[src/rtl/jericalla_pkg.sv]
// Shared constants, state type and instruction encoder for the jericalla sequencer.
// Field layout of the 17-bit instruction word: waddr | op | r1 | r2 | we.
package jericalla_pkg;

    localparam int INSTR_W  = 17;
    localparam int WADDR_HI = 16;
    localparam int WADDR_LO = 13;
    localparam int OP_HI    = 12;
    localparam int OP_LO    = 9;
    localparam int R1_HI    = 8;
    localparam int R1_LO    = 5;
    localparam int R2_HI    = 4;
    localparam int R2_LO    = 1;
    localparam int WE_BIT   = 0;

    typedef enum logic [1:0] {
        IDLE   = 2'd0,
        EMITIR = 2'd1,
        FIN    = 2'd2
    } estado_e;

    function automatic logic [INSTR_W-1:0] make_instr(
        input logic [3:0] waddr,
        input logic [3:0] op,
        input logic [3:0] r1,
        input logic [3:0] r2,
        input logic       we
    );
        logic [INSTR_W-1:0] w;
        w                    = '0;
        w[WADDR_HI:WADDR_LO] = waddr;
        w[OP_HI:OP_LO]       = op;
        w[R1_HI:R1_LO]       = r1;
        w[R2_HI:R2_LO]       = r2;
        w[WE_BIT]            = we;
        return w;
    endfunction

endpackage

[src/rtl/jericalla_secuenciador_if.sv]
// Control/status bundle between the test logic (master) and the sequencer (slave).
interface jericalla_secuenciador_if #(
    parameter int ADDR_W = 4
);
    import jericalla_pkg::*;

    logic               cargar;
    logic [ADDR_W-1:0]  dirCarga;
    logic [INSTR_W-1:0] instrCarga;
    logic               inicio;
    logic [ADDR_W:0]    longitud;
    logic               paraEnCero;
    logic               zf_in;
    logic [INSTR_W-1:0] instruccion;
    logic               valido;
    logic               ocupado;
    logic               hecho;
    logic [ADDR_W-1:0]  pc;
    logic [ADDR_W:0]    cuentaZ;
    logic               paroZ;

    modport master (
        output cargar, dirCarga, instrCarga, inicio, longitud, paraEnCero, zf_in,
        input  instruccion, valido, ocupado, hecho, pc, cuentaZ, paroZ
    );

    modport slave (
        input  cargar, dirCarga, instrCarga, inicio, longitud, paraEnCero, zf_in,
        output instruccion, valido, ocupado, hecho, pc, cuentaZ, paroZ
    );

endinterface

[src/rtl/jericalla_mem_prog.sv]
// Program store: synchronous write, asynchronous read, deliberately not reset.
module jericalla_mem_prog #(
    parameter int DEPTH  = 16,
    parameter int ADDR_W = 4,
    parameter int DATA_W = 17
) (
    input  logic              clk,
    input  logic              we_i,
    input  logic [ADDR_W-1:0] waddr_i,
    input  logic [DATA_W-1:0] wdata_i,
    input  logic [ADDR_W-1:0] raddr_i,
    output logic [DATA_W-1:0] rdata_o
);

    logic [DATA_W-1:0] mem_q [DEPTH];

    always_ff @(posedge clk) begin
        if (we_i) begin
            mem_q[waddr_i] <= wdata_i;
        end
    end

    assign rdata_o = mem_q[raddr_i];

endmodule

[src/rtl/jericalla_secuenciador.sv]
// Instruction issuer: steps through the loaded program, holds each word HOLD_CYC+1
// cycles, counts zero-flag hits on the last hold cycle and optionally stops on zero.
module jericalla_secuenciador
    import jericalla_pkg::*;
#(
    parameter int PROG_DEPTH = 16,
    parameter int ADDR_W     = 4,
    parameter int HOLD_CYC   = 0
) (
    input  logic                       clk,
    input  logic                       rst,
    jericalla_secuenciador_if.slave    sec_if
);

    localparam int              HOLD_W    = (HOLD_CYC > 0) ? $clog2(HOLD_CYC + 1) : 1;
    localparam logic [HOLD_W-1:0] HOLD_INIT = HOLD_W'(HOLD_CYC);
    localparam logic [ADDR_W:0]   LEN_MAX   = (ADDR_W + 1)'(PROG_DEPTH);
    localparam logic [ADDR_W:0]   UNO       = (ADDR_W + 1)'(1);

    estado_e            estado_q, estado_d;
    logic [ADDR_W-1:0]  pc_q, pc_d;
    logic [ADDR_W:0]    cuenta_q, cuenta_d;
    logic [ADDR_W:0]    len_q, len_d;
    logic               paro_q, paro_d;
    logic               stop_q, stop_d;
    logic [HOLD_W-1:0]  hold_q, hold_d;

    logic [INSTR_W-1:0] palabra;
    logic [INSTR_W-1:0] instr_c;
    logic               valido_c, ocupado_c, hecho_c;
    logic [ADDR_W:0]    len_sat;
    logic               ultimo;
    logic               mem_we;

    assign mem_we  = (estado_q == IDLE) && sec_if.cargar;
    assign len_sat = (sec_if.longitud > LEN_MAX) ? LEN_MAX : sec_if.longitud;
    assign ultimo  = ({1'b0, pc_q} == (len_q - UNO));

    jericalla_mem_prog #(
        .DEPTH  (PROG_DEPTH),
        .ADDR_W (ADDR_W),
        .DATA_W (INSTR_W)
    ) u_mem (
        .clk     (clk),
        .we_i    (mem_we),
        .waddr_i (sec_if.dirCarga),
        .wdata_i (sec_if.instrCarga),
        .raddr_i (pc_q),
        .rdata_o (palabra)
    );

    always_ff @(posedge clk or posedge rst) begin
        if (rst) begin
            estado_q <= IDLE;
            pc_q     <= '0;
            cuenta_q <= '0;
            len_q    <= '0;
            paro_q   <= 1'b0;
            stop_q   <= 1'b0;
            hold_q   <= '0;
        end else begin
            estado_q <= estado_d;
            pc_q     <= pc_d;
            cuenta_q <= cuenta_d;
            len_q    <= len_d;
            paro_q   <= paro_d;
            stop_q   <= stop_d;
            hold_q   <= hold_d;
        end
    end

    always_comb begin
        estado_d  = estado_q;
        pc_d      = pc_q;
        cuenta_d  = cuenta_q;
        len_d     = len_q;
        paro_d    = paro_q;
        stop_d    = stop_q;
        hold_d    = hold_q;
        instr_c   = '0;
        valido_c  = 1'b0;
        ocupado_c = 1'b0;
        hecho_c   = 1'b0;
        case (estado_q)
            IDLE: begin
                if (sec_if.inicio) begin
                    pc_d     = '0;
                    cuenta_d = '0;
                    paro_d   = 1'b0;
                    len_d    = len_sat;
                    stop_d   = sec_if.paraEnCero;
                    hold_d   = HOLD_INIT;
                    estado_d = (len_sat == '0) ? FIN : EMITIR;
                end
            end
            EMITIR: begin
                instr_c   = palabra;
                valido_c  = 1'b1;
                ocupado_c = 1'b1;
                if (hold_q != '0) begin
                    hold_d = hold_q - HOLD_W'(1);
                end else begin
                    // last hold cycle: the only point where zf is looked at
                    hold_d = HOLD_INIT;
                    if (sec_if.zf_in) begin
                        cuenta_d = cuenta_q + UNO;
                    end
                    if (stop_q && sec_if.zf_in) begin
                        paro_d   = 1'b1;
                        estado_d = FIN;
                    end else if (ultimo) begin
                        estado_d = FIN;
                    end else begin
                        pc_d = pc_q + ADDR_W'(1);
                    end
                end
            end
            FIN: begin
                hecho_c   = 1'b1;
                ocupado_c = 1'b1;
                estado_d  = IDLE;
            end
            default: estado_d = IDLE;
        endcase
    end

    assign sec_if.instruccion = instr_c;
    assign sec_if.valido      = valido_c;
    assign sec_if.ocupado     = ocupado_c;
    assign sec_if.hecho       = hecho_c;
    assign sec_if.pc          = pc_q;
    assign sec_if.cuentaZ     = cuenta_q;
    assign sec_if.paroZ       = paro_q;

endmodule

[src/flat_wrapper.sv]
// flat-port wrapper written by rule: the top's interface ports become plain ports
module jericalla_secuenciador_flat import jericalla_pkg::*;
#(
    parameter int PROG_DEPTH = 16,
    parameter int ADDR_W     = 4,
    parameter int HOLD_CYC   = 0
)
  (clk, rst, sec_if_cargar, sec_if_dirCarga, sec_if_instrCarga, sec_if_inicio, sec_if_longitud, sec_if_paraEnCero, sec_if_zf_in, sec_if_instruccion, sec_if_valido, sec_if_ocupado, sec_if_hecho, sec_if_pc, sec_if_cuentaZ, sec_if_paroZ);
  jericalla_secuenciador_if #(.ADDR_W(ADDR_W)) sec_if_i ();
  input  logic clk;
  input  logic rst;
  input wire logic [$bits(sec_if_i.cargar)-1:0] sec_if_cargar;
  input wire logic [$bits(sec_if_i.dirCarga)-1:0] sec_if_dirCarga;
  input wire logic [$bits(sec_if_i.instrCarga)-1:0] sec_if_instrCarga;
  input wire logic [$bits(sec_if_i.inicio)-1:0] sec_if_inicio;
  input wire logic [$bits(sec_if_i.longitud)-1:0] sec_if_longitud;
  input wire logic [$bits(sec_if_i.paraEnCero)-1:0] sec_if_paraEnCero;
  input wire logic [$bits(sec_if_i.zf_in)-1:0] sec_if_zf_in;
  output wire logic [$bits(sec_if_i.instruccion)-1:0] sec_if_instruccion;
  output wire logic [$bits(sec_if_i.valido)-1:0] sec_if_valido;
  output wire logic [$bits(sec_if_i.ocupado)-1:0] sec_if_ocupado;
  output wire logic [$bits(sec_if_i.hecho)-1:0] sec_if_hecho;
  output wire logic [$bits(sec_if_i.pc)-1:0] sec_if_pc;
  output wire logic [$bits(sec_if_i.cuentaZ)-1:0] sec_if_cuentaZ;
  output wire logic [$bits(sec_if_i.paroZ)-1:0] sec_if_paroZ;
  assign sec_if_i.cargar = sec_if_cargar;
  assign sec_if_i.dirCarga = sec_if_dirCarga;
  assign sec_if_i.instrCarga = sec_if_instrCarga;
  assign sec_if_i.inicio = sec_if_inicio;
  assign sec_if_i.longitud = sec_if_longitud;
  assign sec_if_i.paraEnCero = sec_if_paraEnCero;
  assign sec_if_i.zf_in = sec_if_zf_in;
  assign sec_if_instruccion = sec_if_i.instruccion;
  assign sec_if_valido = sec_if_i.valido;
  assign sec_if_ocupado = sec_if_i.ocupado;
  assign sec_if_hecho = sec_if_i.hecho;
  assign sec_if_pc = sec_if_i.pc;
  assign sec_if_cuentaZ = sec_if_i.cuentaZ;
  assign sec_if_paroZ = sec_if_i.paroZ;
  jericalla_secuenciador #(.PROG_DEPTH(PROG_DEPTH), .ADDR_W(ADDR_W), .HOLD_CYC(HOLD_CYC)) u_core (.clk(clk), .rst(rst), .sec_if(sec_if_i));
endmodule
[config.mk]
export PLATFORM = sky130hd
export DESIGN_NAME = jericalla_secuenciador_flat
export DESIGN_NICKNAME = d
export VERILOG_FILES = /design/src/rtl/jericalla_pkg.sv /design/src/rtl/jericalla_secuenciador_if.sv /design/src/rtl/jericalla_mem_prog.sv /design/src/rtl/jericalla_secuenciador.sv /design/src/flat_wrapper.sv
export SDC_FILE = /design/constraint.sdc
export NUM_CORES = 1
export LEC_CHECK = 0
export CELL_PAD_IN_SITES_DETAIL_PLACEMENT = 0
export CELL_PAD_IN_SITES_GLOBAL_PLACEMENT = 1
export CORE_AREA = 2 2 152 169
export DETAILED_ROUTE_END_ITERATION = 10
export DIE_AREA = 0 0 154 171
export DONT_BUFFER_PORTS = 1
export PLACE_DENSITY_LB_ADDON = 0.25
export SLEW_MARGIN = 10
export SYNTH_ARGS = -nofsm -noshare
export SYNTH_HDL_FRONTEND = slang
export SYNTH_SLANG_ARGS = --single-unit
[constraint.sdc]
create_clock -name clk -period 3.4 [get_ports clk]
set_clock_uncertainty 0.2 [all_clocks]
set_input_delay 1.02 -clock clk [delete_from_list [all_inputs] [get_ports clk]]
set_output_delay 1.02 -clock clk [all_outputs]
set_load 0.005 [all_outputs]
After elaboration in Yosys (flattened, before gate mapping)
Memories as Yosys holds them, arrays and structs flattened.
Index checks and enable logic that the tools add are counted.

storage, ports and cells
  bits in writable memories = 272
  output and inout port bits = 30
  register bits after elaboration = 19
  word-level logic and storage cells = 63
  memories = 1
  bits of input ports = 32

memory list
  name                words  bits a word  read ports  clocked after memory_dff  wr ports  line                      text
  u_core.u_mem.mem_q  16     17           1           0                         1         jericalla_mem_prog.sv:15  logic [DATA_W-1:0] mem_q [DEPTH];

operators by class
  $lt $le $gt $ge = 1
  $add $sub $neg = 4
  mux-type cells = 28
  equal/unequal tests = 10
  reduce and logical (&&, ||, !) cells = 12

operators with widths
  cell                   count
  $mux W5                4
  $mux W17               1
  $mux W4                4
  $mux W2                5
  $ne A2 B2 Y1 const B   5
  $pmux W5 S2            1
  $mux W1                9
  $pmux W4 S2            1
  $reduce_and A4 Y1      2
  $add A5 B1 Y5 const B  1
  $eq A4 B5 Y1           1
  $gt A5 B5 Y1 const B   1
  $logic_not A5 Y1       1
  $reduce_and A5 Y1      1
  $sub A5 B1 Y5 const B  1
  $add A4 B1 Y4 const B  1
  $pmux W1 S2            2
  $pmux W2 S2            1
  $reduce_and A2 Y1      2
  $ne A3 B1 Y1 const B   1
  $reduce_and A3 Y1      1
  $eq A2 B1 Y1 const B   1
  $eq A2 B2 Y1 const B   1
  $logic_and A1 B1 Y1    2
  5 further kinds        5

Logic depth before layout (Yosys ltp)
  word-level depth = 6
  gate-level depth with buffers = 8
  mapped depth without buffers = 7

By module
From an unflattened synthesis, not the netlist that was laid out.

unflattened totals
  cell total of the unflattened synthesis = 584
  area, all modules = 11,544.8 um^2

modules (own cells, without submodules)
  module                  area each (um^2)  cells an instance  times used  seq. area each (um^2)
  jericalla_mem_prog      10,297.4          441                1           8,167.8
  jericalla_secuenciador  1,247.4           143                1           450.4

Least setup slack after synthesis
Ideal clock, no wire load.

  path kind = input -> register
  start point = input port sec_if_dirCarga[2]
  end point = memory u_core.u_mem.mem_q[0][0], enable pin
  buffers on the path = 0
  stages = 2
  arrival = 2.653 ns
  data required time = 2.787 ns
  setup time = 0.413 ns
  slack = 0.134 ns
  cell sequence = or3_1 -> nor3_1

RTL lines
  element             line                      text
  start: declaration  flat_wrapper.sv:13        input wire logic [$bits(sec_if_i.dirCarga)-1:0] sec_if_dirCarga;
  end: declaration    jericalla_mem_prog.sv:15

No word-level cell before the write port.

Worst setup path in the final report
  start point = register u_core.pc_q[0] (netlist: u_core.sec_if.pc[0])
  end point = output port sec_if_instruccion[4]

between the ends
  longest elaborated chain between the ends = 2

RTL lines
  element                   line                          text
  start: declaration        jericalla_secuenciador.sv:21  logic [ADDR_W-1:0] pc_q, pc_d;
  start signal: assignment  jericalla_secuenciador.sv:63  pc_q <= pc_d;
  $mem_v2 Z16 W17           n/a
  $mux W17                  jericalla_secuenciador.sv:84  case (estado_q)
  end: declaration          flat_wrapper.sv:19            output wire logic [$bits(sec_if_i.instruccion)-1:0] sec_if_instruccion;

Every way passes these cells.

==> metrics.md <==
| Metric | Value |
|---|---|
| Status | `finished, violations left` |
| Failing checks | `negative setup slack` |
| Most frequent cell after synthesis | `edfxtp_1` |
| Layout area overhead | `13.81%` |
| Sequential share of power | `44.6%` |
| P_leak | `4.177 nW` |
| CTS tree | `yes` |
| Post-layout min period | `3.729 ns` |
| Crit-path max FO | `7` |
| Post-synth top area share | `70.13%` |
| Synthesized instance count | `530` |
| Reg2reg end | `u_core.u_mem.mem_q[1][16]` |
| CP Launch Type | `register` |
| #FFs+latches synth | `290` |
| Pwr Total | `9.278 mW` |
| Post-synth EDFFs | `272` |
| Global Route met1 Usage | `25.00%` |
| Vias per cell | `5.918` |
| Layout cells sized above 1 | `33.17%` |
| Reg clk slew, reported paths | `0.06 ns` |
| Starting Density | `46.95%` |
| Max Freq | `268.2 MHz` |
| Cts bufs inserted | `29` |
| Post-synthesis async set-or-reset flop share | `6.207%` |
| RSZ-0062 raised after global routing | `true` |
| Critical path arrival | `2.51 ns` |
| Worst reg-to-reg setup slack | `0.77 ns` |
| Pint | `6.972 mW` |
| Net Count, Synth | `568` |
| Most heavily used metal layer in global routing | `met2` |
| CTS Root Cell | `clkbuf_16` |
| Clock Sinks | `290` |
| FP Rows | `61` |
| Final setup violation count | `17` |
| Most used DFF post-synth | `edfxtp_1` |
| DP Cell Count | `853` |
| Largest net degree at the start of global routing | `44` |
| Htree depth | `1` |
| Post-Syn Area | `0.01165 sq mm` |
| Full die area | `0.02633 sq mm` |
| Ys Warns | `0` |
| Maxcap violations | `0` |
| Post-Route Setup TNS | `-4.709 ns` |
| Met3 Track Usage GR | `4.179%` |
| Drt drc | `0` |
| GR Overflow Total | `0` |
| Routed Antenna Nets | `0` |
| Final Hold Fails | `0` |
| Net Sw Frac | `24.85%` |
| First-pass GRT wire length | `36010 um` |
| Count of input and output buffers | `0` |
| Peak VDD IR | `0.0004031 V` |
| Final cell count without fillers | `912` |
| Place WS | `0.08908 ns` |
| Final WS setup | `-0.3293 ns` |
| Largest cells by area after synthesis | `edfxtp_1, mux4_2, mux4_1` |
| Net count, final | `616` |
| N_diodes | `0` |
| Pwr per Cell Area | `700.0 mW/mm^2` |
| Area leader, netlist | `edfxtp_1` |
| Critical path endpoint category | `primary output` |
| Gp weighted congestion | `0.7851` |
| Sequential share of the synthesized area | `74.00%` |
| DP Wirelength | `13780 um` |
| Via count | `5397` |
| Yosys cell types | `36` |
| IO Count | `62` |
| Switching power | `2.306 mW` |
| Total track usage | `18.73%` |
| Avg Cell Area, Syn | `21.97 sq um` |
| Clock insertion delay at the later pin of the skew report | `0.54 ns` |
| Vias in the first global route | `5712` |
| WL/cell | `26.94 um` |
| Worst Tran Pin Value | `0.7300 ns` |
| Comb power frac | `23.2%` |
| WP data required | `2.18 ns` |
| Antenna violations before repair | `0` |
| DRT Pass-1 Iters | `5` |
| Overall die width | `154 um` |
| Clock power share | `32.2%` |
| Crit share post-route | `109.7%` |
| Reg2Reg Depth | `6` |
| Grt met2 use | `31.29%` |
| Placeable core area | `0.02481 sq mm` |
| Starting DRT DRC Count | `563` |
| WHS | `0.2943 ns` |
| Die H | `171 um` |
| Worst setup path class | `register to primary output` |
| Slew HR | `51.28%` |
| Final Slew Violations | `0` |
| Clock Path Buffers | `3` |
| Worst R2R Start | `u_core.estado_q[1]` |
| Top post-synthesis cells by count | `edfxtp_1, mux4_2, mux4_1` |
| WL final | `24570 um` |
| HP Class | `input pin to asynchronous set/reset pin` |
[placed cells by master (no fill, tap or decap), drive strengths merged, types with 7 or more instances in the layout]
cell type / instances
inv: 10
nor2: 20
clkbuf: 37
mux4: 85
nand2: 15
dfrtp: 18
clkinv: 8
edfxtp: 272
o21ai: 7
buf: 40
and2: 17
[cells by family (layout without fill, tap and decap cells)]
kind of cell             after synthesis  after routing  synth area share [%]
AND/OR/NAND/NOR                       80             80                 3.567
AO/OA/AOI/OAI                         21             21                 1.107
buffers and inverters                 34            101                 1.901
adder cells (fa/ha/maj)                6              6                0.6446
XOR/XNOR                               8              8                0.6017
multiplexers                          91             91                 18.18
flip-flops                           290            290                 74.00
[sequential cells by signal, summed over array words and instances (netlist names)]
signal and cells:
u_core.u_mem.mem_q 272, u_core.sec_if.pc 4, u_core.len_q 5, u_core.stop_q 1, u_core.sec_if.cuentaZ 5, u_core.estado_q 2, u_core.sec_if.paroZ 1
[worst max-delay path by stage]
stage	from	endpoint	slack, ns	cells past startpoint
final	u_core.sec_if.pc[0]	sec_if_instruccion[4]	-0.33	6
after detailed placement	u_core.sec_if.pc[0]	sec_if_instruccion[2]	0.09	4
after global routing	u_core.sec_if.pc[0]	sec_if_instruccion[9]	-0.38	5
after floorplan	sec_if_dirCarga[2]	u_core.u_mem.mem_q[0][0]	0.13	2
after CTS	u_core.sec_if.pc[0]	sec_if_instruccion[10]	-0.37	5
after global placement	u_core.sec_if.pc[0]	sec_if_instruccion[2]	0.09	4
[per-stage QoR]
stage | cell area, sq um | utilization [%]
global placement | 12290 | 49.54
floorplan | 11650 | -
CTS | 13270 | 53.49
finish | 13250 | 53.43
detailed placement | 12290 | 49.54
global route | 13250 | 53.43
[power by group through the flow]
stage | combinational, mW | sequential (mW) | clock [mW]
2_1_floorplan | 1.44 | 4.18 | 0
3_3_place_gp | 1.77 | 4.22 | 0
3_5_place_dp | 1.81 | 4.23 | 0
4_1_cts | 2.13 | 4.14 | 3.05
5_1_grt | 2.32 | 4.15 | 3.19
6_report | 2.15 | 4.14 | 2.99
[routing by layer]
metal | share of wire (%) | wire length [um]
met1 | 42 | 10230
met2 | 49 | 12140
met3 | 6.8 | 1674
met4 | 2.1 | 520
met5 | 0 | 0
[worst max-delay path, cell delays in order (launching register included)]
cell	delay [ns]
dfrtp_4	0.52
buf_6	0.16
buf_12	0.14
buf_12	0.12
mux4_2	0.40
mux4_2	0.47
and2_4	0.15
[timing repair]
item | CTS | global route
gates cloned | 2 | 1
pin swaps | 4 | 0
gates resized for setup | 43 | 14
hold endpoints to repair | 0 | 0
hold buffers | 0 | 0
endpoints found under the setup margin | 17 | 17
buffers inserted | 6 | 0
[cell type report]
cell class	instances	area, sq um
clock buffer	36	752.0
inverter	10	37.54
multi-input combinational	206	2760
fill	1843	11550
clock inverter	14	132.6
sequential	290	8623
timing repair buffer	41	554.3
tap	315	394.1
No activity file was read; power rests on OpenSTA's default activity.
